===== config.mk =====
export PLATFORM = sky130hd
export DESIGN_NAME = mux_2to1_unstripe
export DESIGN_NICKNAME = d
export VERILOG_FILES = /design/src/rtl/mux_2to1_unstripe.sv
export SDC_FILE = /design/constraint.sdc
export NUM_CORES = 1
export LEC_CHECK = 0
export CAP_MARGIN = 30
export CORE_ASPECT_RATIO = 0.6
export CORE_MARGIN = 1
export CORE_UTILIZATION = 30
export DETAILED_ROUTE_END_ITERATION = 8
export DONT_BUFFER_PORTS = 1
export PLACE_DENSITY = 0.45
export SYNTH_ARGS = -nofsm -noshare
export SYNTH_HDL_FRONTEND = slang
export SYNTH_HIERARCHICAL = 1
export SYNTH_SLANG_ARGS = --single-unit

===== constraint.sdc =====
create_clock -name clk_2f -period 3 [get_ports clk_2f]
set_clock_uncertainty 0.05 [all_clocks]
set_input_delay 0.3 -clock clk_2f [delete_from_list [all_inputs] [get_ports clk_2f]]
set_output_delay 0.3 -clock clk_2f [all_outputs]
set_load 0.05 [all_outputs]

===== src/rtl/mux_2to1_unstripe.sv =====
// Byte-unstriping 2:1 mux: two buffered byte lanes merged into one stream,
// read in strict lane0/lane1 alternation (inverse of the 1:2 striping demux).

module mux_2to1_unstripe_lane #(
    parameter int DATA_W = 8,
    parameter int DEPTH  = 4
) (
    input  logic              clk_2f,
    input  logic              reset,
    input  logic              push,
    input  logic [DATA_W-1:0] push_data,
    input  logic              pop,
    output logic [DATA_W-1:0] head,
    output logic              empty,
    output logic              full,
    output logic              ovf
);
    localparam int PW = $clog2(DEPTH);
    localparam int CW = PW + 1;

    logic [DEPTH-1:0][DATA_W-1:0] mem_q, mem_d;
    logic [PW-1:0]                wr_ptr_q, wr_ptr_d;
    logic [PW-1:0]                rd_ptr_q, rd_ptr_d;
    logic [CW-1:0]                count_q, count_d;
    logic                         ovf_q, ovf_d;
    logic                         push_ok;

    always_comb begin
        // A pop on the same edge frees the slot, so a full FIFO still accepts.
        push_ok  = push && ((count_q != CW'(DEPTH)) || pop);
        mem_d    = mem_q;
        wr_ptr_d = wr_ptr_q;
        rd_ptr_d = rd_ptr_q;
        count_d  = count_q;
        if (push_ok) begin
            mem_d[wr_ptr_q] = push_data;
            wr_ptr_d        = wr_ptr_q + PW'(1);
        end
        if (pop) begin
            rd_ptr_d = rd_ptr_q + PW'(1);
        end
        case ({push_ok, pop})
            2'b10:   count_d = count_q + CW'(1);
            2'b01:   count_d = count_q - CW'(1);
            default: count_d = count_q;
        endcase
        ovf_d = ovf_q | (push & ~push_ok);
    end

    always_ff @(posedge clk_2f or posedge reset) begin
        if (reset) begin
            mem_q    <= '0;
            wr_ptr_q <= '0;
            rd_ptr_q <= '0;
            count_q  <= '0;
            ovf_q    <= 1'b0;
        end else begin
            mem_q    <= mem_d;
            wr_ptr_q <= wr_ptr_d;
            rd_ptr_q <= rd_ptr_d;
            count_q  <= count_d;
            ovf_q    <= ovf_d;
        end
    end

    assign head  = mem_q[rd_ptr_q];
    assign empty = (count_q == '0);
    assign full  = (count_q == CW'(DEPTH));
    assign ovf   = ovf_q;
endmodule

module mux_2to1_unstripe #(
    parameter int DATA_W = 8,
    parameter int DEPTH  = 4
) (
    input  logic              clk_2f,
    input  logic              reset,
    input  logic [DATA_W-1:0] data_in_0,
    input  logic              valid_in_0,
    input  logic [DATA_W-1:0] data_in_1,
    input  logic              valid_in_1,
    output logic [DATA_W-1:0] data_mux,
    output logic              valid_mux,
    output logic              lane_sel,
    output logic              full_0,
    output logic              full_1,
    output logic              ovf_0,
    output logic              ovf_1
);
    logic [1:0][DATA_W-1:0] din, head;
    logic [1:0]             vin, pop, empty, full, ovf;

    logic [DATA_W-1:0] data_mux_q, data_mux_d;
    logic              valid_mux_q, valid_mux_d;
    logic              lane_sel_q, lane_sel_d;

    assign din = {data_in_1, data_in_0};
    assign vin = {valid_in_1, valid_in_0};

    for (genvar g = 0; g < 2; g++) begin : g_lane
        mux_2to1_unstripe_lane #(.DATA_W(DATA_W), .DEPTH(DEPTH)) u_lane (
            .clk_2f    (clk_2f),
            .reset     (reset),
            .push      (vin[g]),
            .push_data (din[g]),
            .pop       (pop[g]),
            .head      (head[g]),
            .empty     (empty[g]),
            .full      (full[g]),
            .ovf       (ovf[g])
        );
    end

    always_comb begin
        pop         = 2'b00;
        data_mux_d  = '0;
        valid_mux_d = 1'b0;
        lane_sel_d  = lane_sel_q;
        // Never skip an empty lane: that would reorder the striped bytes.
        if (!empty[lane_sel_q]) begin
            pop[lane_sel_q] = 1'b1;
            data_mux_d      = head[lane_sel_q];
            valid_mux_d     = 1'b1;
            lane_sel_d      = ~lane_sel_q;
        end
    end

    always_ff @(posedge clk_2f or posedge reset) begin
        if (reset) begin
            data_mux_q  <= '0;
            valid_mux_q <= 1'b0;
            lane_sel_q  <= 1'b0;
        end else begin
            data_mux_q  <= data_mux_d;
            valid_mux_q <= valid_mux_d;
            lane_sel_q  <= lane_sel_d;
        end
    end

    assign data_mux  = data_mux_q;
    assign valid_mux = valid_mux_q;
    assign lane_sel  = lane_sel_q;
    assign full_0    = full[0];
    assign full_1    = full[1];
    assign ovf_0     = ovf[0];
    assign ovf_1     = ovf[1];
endmodule

# After elaboration in Yosys (flattened, before gate mapping)
# Cells that the tools add are included.
[totals]
ff_bits = 90
latchBits = 0
ramBits = 0
romBits = 0
in_bits = 20
word_cells = 82
memories = 0
[classes]
addsub = 8
mul = 0
n_div = 0
order_cmp = 8
eq_ne = 8
n_shift = 0
n_mux = 21
bitwise = 7
reduce_logical = 11
[ops]
columns = ["operator", "count"]
rows = [
  ["$bwmux 32", 2],
  ["$mux 8", 7],
  ["$bmux 8 s2", 2],
  ["$demux 8 s2", 2],
  ["$lt 2x3->1 const B", 4],
  ["$pmux 3 s2", 2],
  ["$add 2x1->2 const B", 4],
  ["$add 3x1->3 const B", 2],
  ["$eq 3x3->1 const B", 2],
  ["$logic_not 3->1", 2],
  ["$ne 3x3->1 const B", 2],
  ["$sub 3x1->3 const B", 2],
  ["$logic_and 1x1->1", 5],
  ["$eq 2x1->1 const B", 2],
  ["$eq 2x2->1 const B", 2],
  ["$ge 2x1->1 const B", 2],
  ["$mux 1", 4],
  ["$reduce_bool 2->1", 2],
  ["$not 1->1", 3],
  ["$and 1x1->1", 2],
  ["$logic_or 1x1->1", 2],
  ["$lt 1x2->1 const B", 1],
  ["$mux 2", 1],
  ["$or 1x1->1", 2],
  ["other kinds (2)", 2],
]

# Longest topological paths before layout
[depth]
ltp_word = 10
mapped_depth = 10

# Hierarchy
# Netlist, hierarchy kept.
[modules_own_cells]
columns = ["mod", "n_inst", "cells_each", "area_per_inst_um2"]
rows = [
  ["mux_2to1_unstripe_lane", 2, 132, 1904.3],
  ["mux_2to1_unstripe", 1, 32, 400.4],
]

# Worst setup path after synthesis
# OpenSTA, ideal clock, no wires.
[synth_timing]
path_kind = "register to register"
startpoint = "register lane_sel_q, in the netlist lane_sel"
endpoint = "register g_lane[1].u_lane.count_q[2]"
setup_time_ns = 0.133
t_arrival_ns = 2.289
setup_slack_ns = 0.528
stages_incl_launch_ff = 9
path_cell_list = "dfrtp_1 buf_4 nor2b_4 buf_2 nor2b_1 inv_1 fa_1 nor4b_1 a211oi_1"
[synth_via]
elab_chain_cells = 9
elab_cells_between_ends = 14
[synth_rtl]
columns = ["element", "line_no", "source"]
rows = [
  ["start, declared", "95", "logic lane_sel_q, lane_sel_d;"],
  ["start signal, assigned", "136", "lane_sel_q <= lane_sel_d;"],
  ["$lt 1x2->1 (not written as such) / $ge 1x1->1 (equally long branches)", "121", "pop[lane_sel_q] = 1'b1;"],
  ["$logic_and 1x1->1 (not written as such)", "121", ""],
  ["$mux 1 (not written as such)", "121", ""],
  ["$demux 1 s1", "121", ""],
  ["$mux 2 *", "120", "if (!empty[lane_sel_q]) begin"],
  ["named net pop[1]", "91", "logic [1:0] vin, pop, empty, full, ovf;"],
  ["$logic_or 1x1->1", "30", "push_ok = push && ((count_q != CW'(DEPTH)) || pop);"],
  ["$logic_and 1x1->1", "30", ""],
  ["$eq 2x1->1 / $eq 2x2->1 (equally long branches)", "42", "case ({push_ok, pop})"],
  ["$pmux 3 s2 / $reduce_bool 2->1 (equally long branches)", "n/a", ""],
  ["end signal, assigned", "61", "count_q <= count_d;"],
  ["end, declared", "24", "logic [CW-1:0] count_q, count_d;"],
]
# Mark *: on every way through the listed nets, which the timed path passes. The rest lies on a longest branch. The select of a mux whose other input is x is not followed.
# A chain may end at the register's enable or synchronous reset.

# Worst setup path after layout
[layout_timing]
startpoint = "register g_lane[1].u_lane.count_q[2]"
endpoint = "register g_lane[1].u_lane.count_q[2]"
[layout_via]
elab_chain_cells = 8
elab_cells_between_ends = 13
[layout_rtl]
columns = ["element", "line_no", "source"]
rows = [
  ["$logic_not 3->1 *", "67", "assign empty = (count_q == '0);"],
  ["named net empty[1]", "91", ""],
  ["$mux 1 (not written as such) * (2 in series)", "120", ""],
  ["$mux 2 *", "120", ""],
  ["named net pop[1]", "91", ""],
  ["$logic_or 1x1->1", "30", ""],
  ["$logic_and 1x1->1", "30", ""],
  ["$eq 2x1->1 / $eq 2x2->1 (equally long branches)", "42", ""],
  ["$pmux 3 s2 / $reduce_bool 2->1 (equally long branches)", "n/a", ""],
]
# Marks and branches as above.

==> impl_metrics.toml <==
[sta]
finalMaxSlewViolations = 0
period_share = 0.787
fin_crit_ps = 2360
clock.fmax_mhz = 423
rsz0062_at_grt = "false"
final_hold_viol_count = 0
setup-tns-final_ps = 0
slew_headroom = 0.566
tightest_slew_ps = 651
setup_viol = 0
holdWs_ps = 39.6

[critical_path]
endpoint = "g_lane[1].u_lane/count_q[2]"
crit_fanout = 10
slowest_delay_ps = 490
ff2ff_setup_slack_ps = 640
path_cells = "nor3_1 -> nor2b_4 -> nor2b_1 -> inv_1 -> fa_1 -> nor4b_1 -> a211oi_1"
cpMaxStageDelayCell = "dfrtp_1"
worstSetupEndpointType = "register"
crit_path_start = "g_lane[1].u_lane/count_q[2]"
r2r_start = "g_lane[1].u_lane/count_q[2]"
startpoint_type = "register"
crit_arrival_ps = 2530
r2r.worst_path.cells = 7
worstPathRequired_ps = 3160
path_class = "reg2reg"
reg2reg_to = "g_lane[1].u_lane/count_q[2]"

[yosys]
yosysTopAreaCell = "dfrtp_1"
synthDistinctLibCells = 32
yosysTopAreaCellShare = 0.535
ys_warn_count = 6
netlist_instances = 296
ys_ff_latch = 90
seq_area_frac_synth = 0.535
syn-num-nets = 326
synth_area_mm2 = 0.00421
syn_area_per_cell_um2 = 14.2
ys_top_cells_by_area = "dfrtp_1 (54%), mux2_2 (17%), mux4_2 (8.6%)"

[final_layout]
drive_gt1_frac = 0.360
nNetsFinal = 333
layout.cells.most_common = "dfrtp_1"
area_growth_syn_to_layout_pct = 13.9
final_util = 0.351
fillers = 1316
n_antenna_cell = 0
layout_common_cells = "dfrtp_1 (90), mux2_2 (62), nand2_1 (19), mux4_2 (16), inv_1 (13)"

[floorplanning]
start_util = 0.308
die_y_um = 93.8
core-area_mm2 = 0.0137
die_x_um = 155
die_area_mm2 = 0.0145
ios = 34
fp-row-count = 33

[grt]
grt_max_degree = 41
grt_pass1_wl_mm = 14.1
antenna_found_initial = 0
grt_usage = 0.133
grt_pass1_vias = 2426
grt-ovfl-total = 0

[routing]
drc = 0
routed_wl_mm = 8.75
drt-initial-drc-count = 85
first_pass_iters = 4
post_drt_wl_per_cell_um = 17.5
vias = 2277
via_per_inst = 4.55
antenna_left = 0

[placement]
gp_congestion = 0.706
hpwl_mm = 6.23
port_buffers = 0

[hold_path]
hold_path.class = "in2reg"

[clock_network]
cts_resized = 0
path_clk_slew_ps = 70
h-tree-depth = 3
cts.sinks = 90
cts_root_buffer = "clkbuf_16"
insertion_delay_ps = 340
cts_tree = "done"
cts_made_buffers = 9
ctsLongestPathBuffers = 2

[pwr]
power.total_w = 0.00604
p_leak_nw = 1.98
power_density_mw_per_mm2 = 1260
irDropWorstVdd_v = 0.000320

[flow_run]
cap_violations = 0

[run_status]
status = "finished clean"
sequential cells by signal, indices dropped and copies added, names as in the netlist:
| register | flops |
|---|---|
| data_mux | 8 |
| g_lane.u_lane/ovf | 2 |
| g_lane.u_lane/mem_q | 64 |
| lane_sel | 1 |
| g_lane.u_lane/rd_ptr_q | 4 |
| g_lane.u_lane/count_q | 6 |
| valid_mux | 1 |
| g_lane.u_lane/wr_ptr_q | 4 |
repair_timing:
item	4_1_cts	5_1_grt
endpoints found under the setup margin	0	0
hold buffers	1	0
setup buffers	0	0
endpoints found under the hold margin	90	0
power by group:
group	total, W	internal (W)	switching [W]	leakage, nW
Sequential	0.00262	0.00184	0.000778	1.06
Clock	0.00131	0.000821	0.000487	0.167
Combinational	0.00211	0.00121	0.000900	0.749
Total	0.00604	0.00387	0.00217	1.98
cell usage after synthesis (all sizes together):
master   number
nor4b         4
a22o          3
clkbuf        2
mux2         66
xor2          2
fa            2
and2          2
buf           8
o31a          2
nor3          2
or2b          2
ha            8
inv          13
mux4         16
nand2        19
o2bb2ai       7
nand3b        2
xnor2         4
a21oi         4
nand2b        4
dfrtp        90
nor2         11
o21ai         6
a211oi        4
nor2b         7
a21o          5
mux2i         1
worst min-delay path by stage:
| stage | startpoint | to | slack (ps) | cells past startpoint |
|---|---|---|---|---|
| detailed placement | reset | data_mux[0] | 180 | 1 |
| CTS | data_in_0[1] | g_lane[0].u_lane/mem_q[1] | 30 | 1 |
| global route | data_in_1[1] | g_lane[1].u_lane/mem_q[1] | 30 | 1 |
| global placement | reset | data_mux[0] | 160 | 1 |
| floorplan | reset | data_mux[0] | 90 | 1 |
| finish | data_in_0[1] | g_lane[0].u_lane/mem_q[1] | 40 | 1 |
per-stage QoR:
stage | setup WS (ps) | instances | area, um^2
after floorplan | 528 | 296 | 4210
after CTS | 637 | 500 | 4800
after global placement | 692 | 483 | 4440
final | 638 | 500 | 4800
after global routing | 436 | 500 | 4800
after detailed placement | 651 | 483 | 4440
layout make-up:
| class | count | area, um^2 | area share |
|---|---|---|---|
| Timing Repair Buffer | 6 | 47.5 | 0.00991 |
| Inverter | 13 | 48.8 | 0.0102 |
| Clock buffer | 9 | 225 | 0.0470 |
| Multi-Input combinational cell | 183 | 1860 | 0.387 |
| Tap cell | 192 | 240 | 0.0501 |
| Sequential cell | 90 | 2250 | 0.470 |
| Clock inverter | 7 | 124 | 0.0258 |
kinds of logic (layout without fill, tap and decap cells):
logic type / count (synthesis) / after routing / synth area share
buf+inv: 23 / 35 / 0.0235
xor+xnor: 6 / 6 / 0.0125
flops: 90 / 90 / 0.535
simple gates: 53 / 53 / 0.0782
mux: 83 / 83 / 0.265
fa+ha+maj: 10 / 10 / 0.0333
compound gates: 31 / 31 / 0.0529
layer usage:
metal	track usage	routed length [um]	vias to the layer above
met3	0.0554	488	6
met5	0	0	-
met2	0.181	3650	33
met4	0.0396	84	0
met1	0.187	4530	1168
li1	-	-	1070
worst max-delay path, delay by kind of cell (launching register included):
family,cells,cell delay (ps)
simple gates,4,1070
buf+inv,1,90
fa+ha+maj,1,450
flops,1,490
compound gates,1,80
No activity file was read; power rests on OpenSTA's default activity.
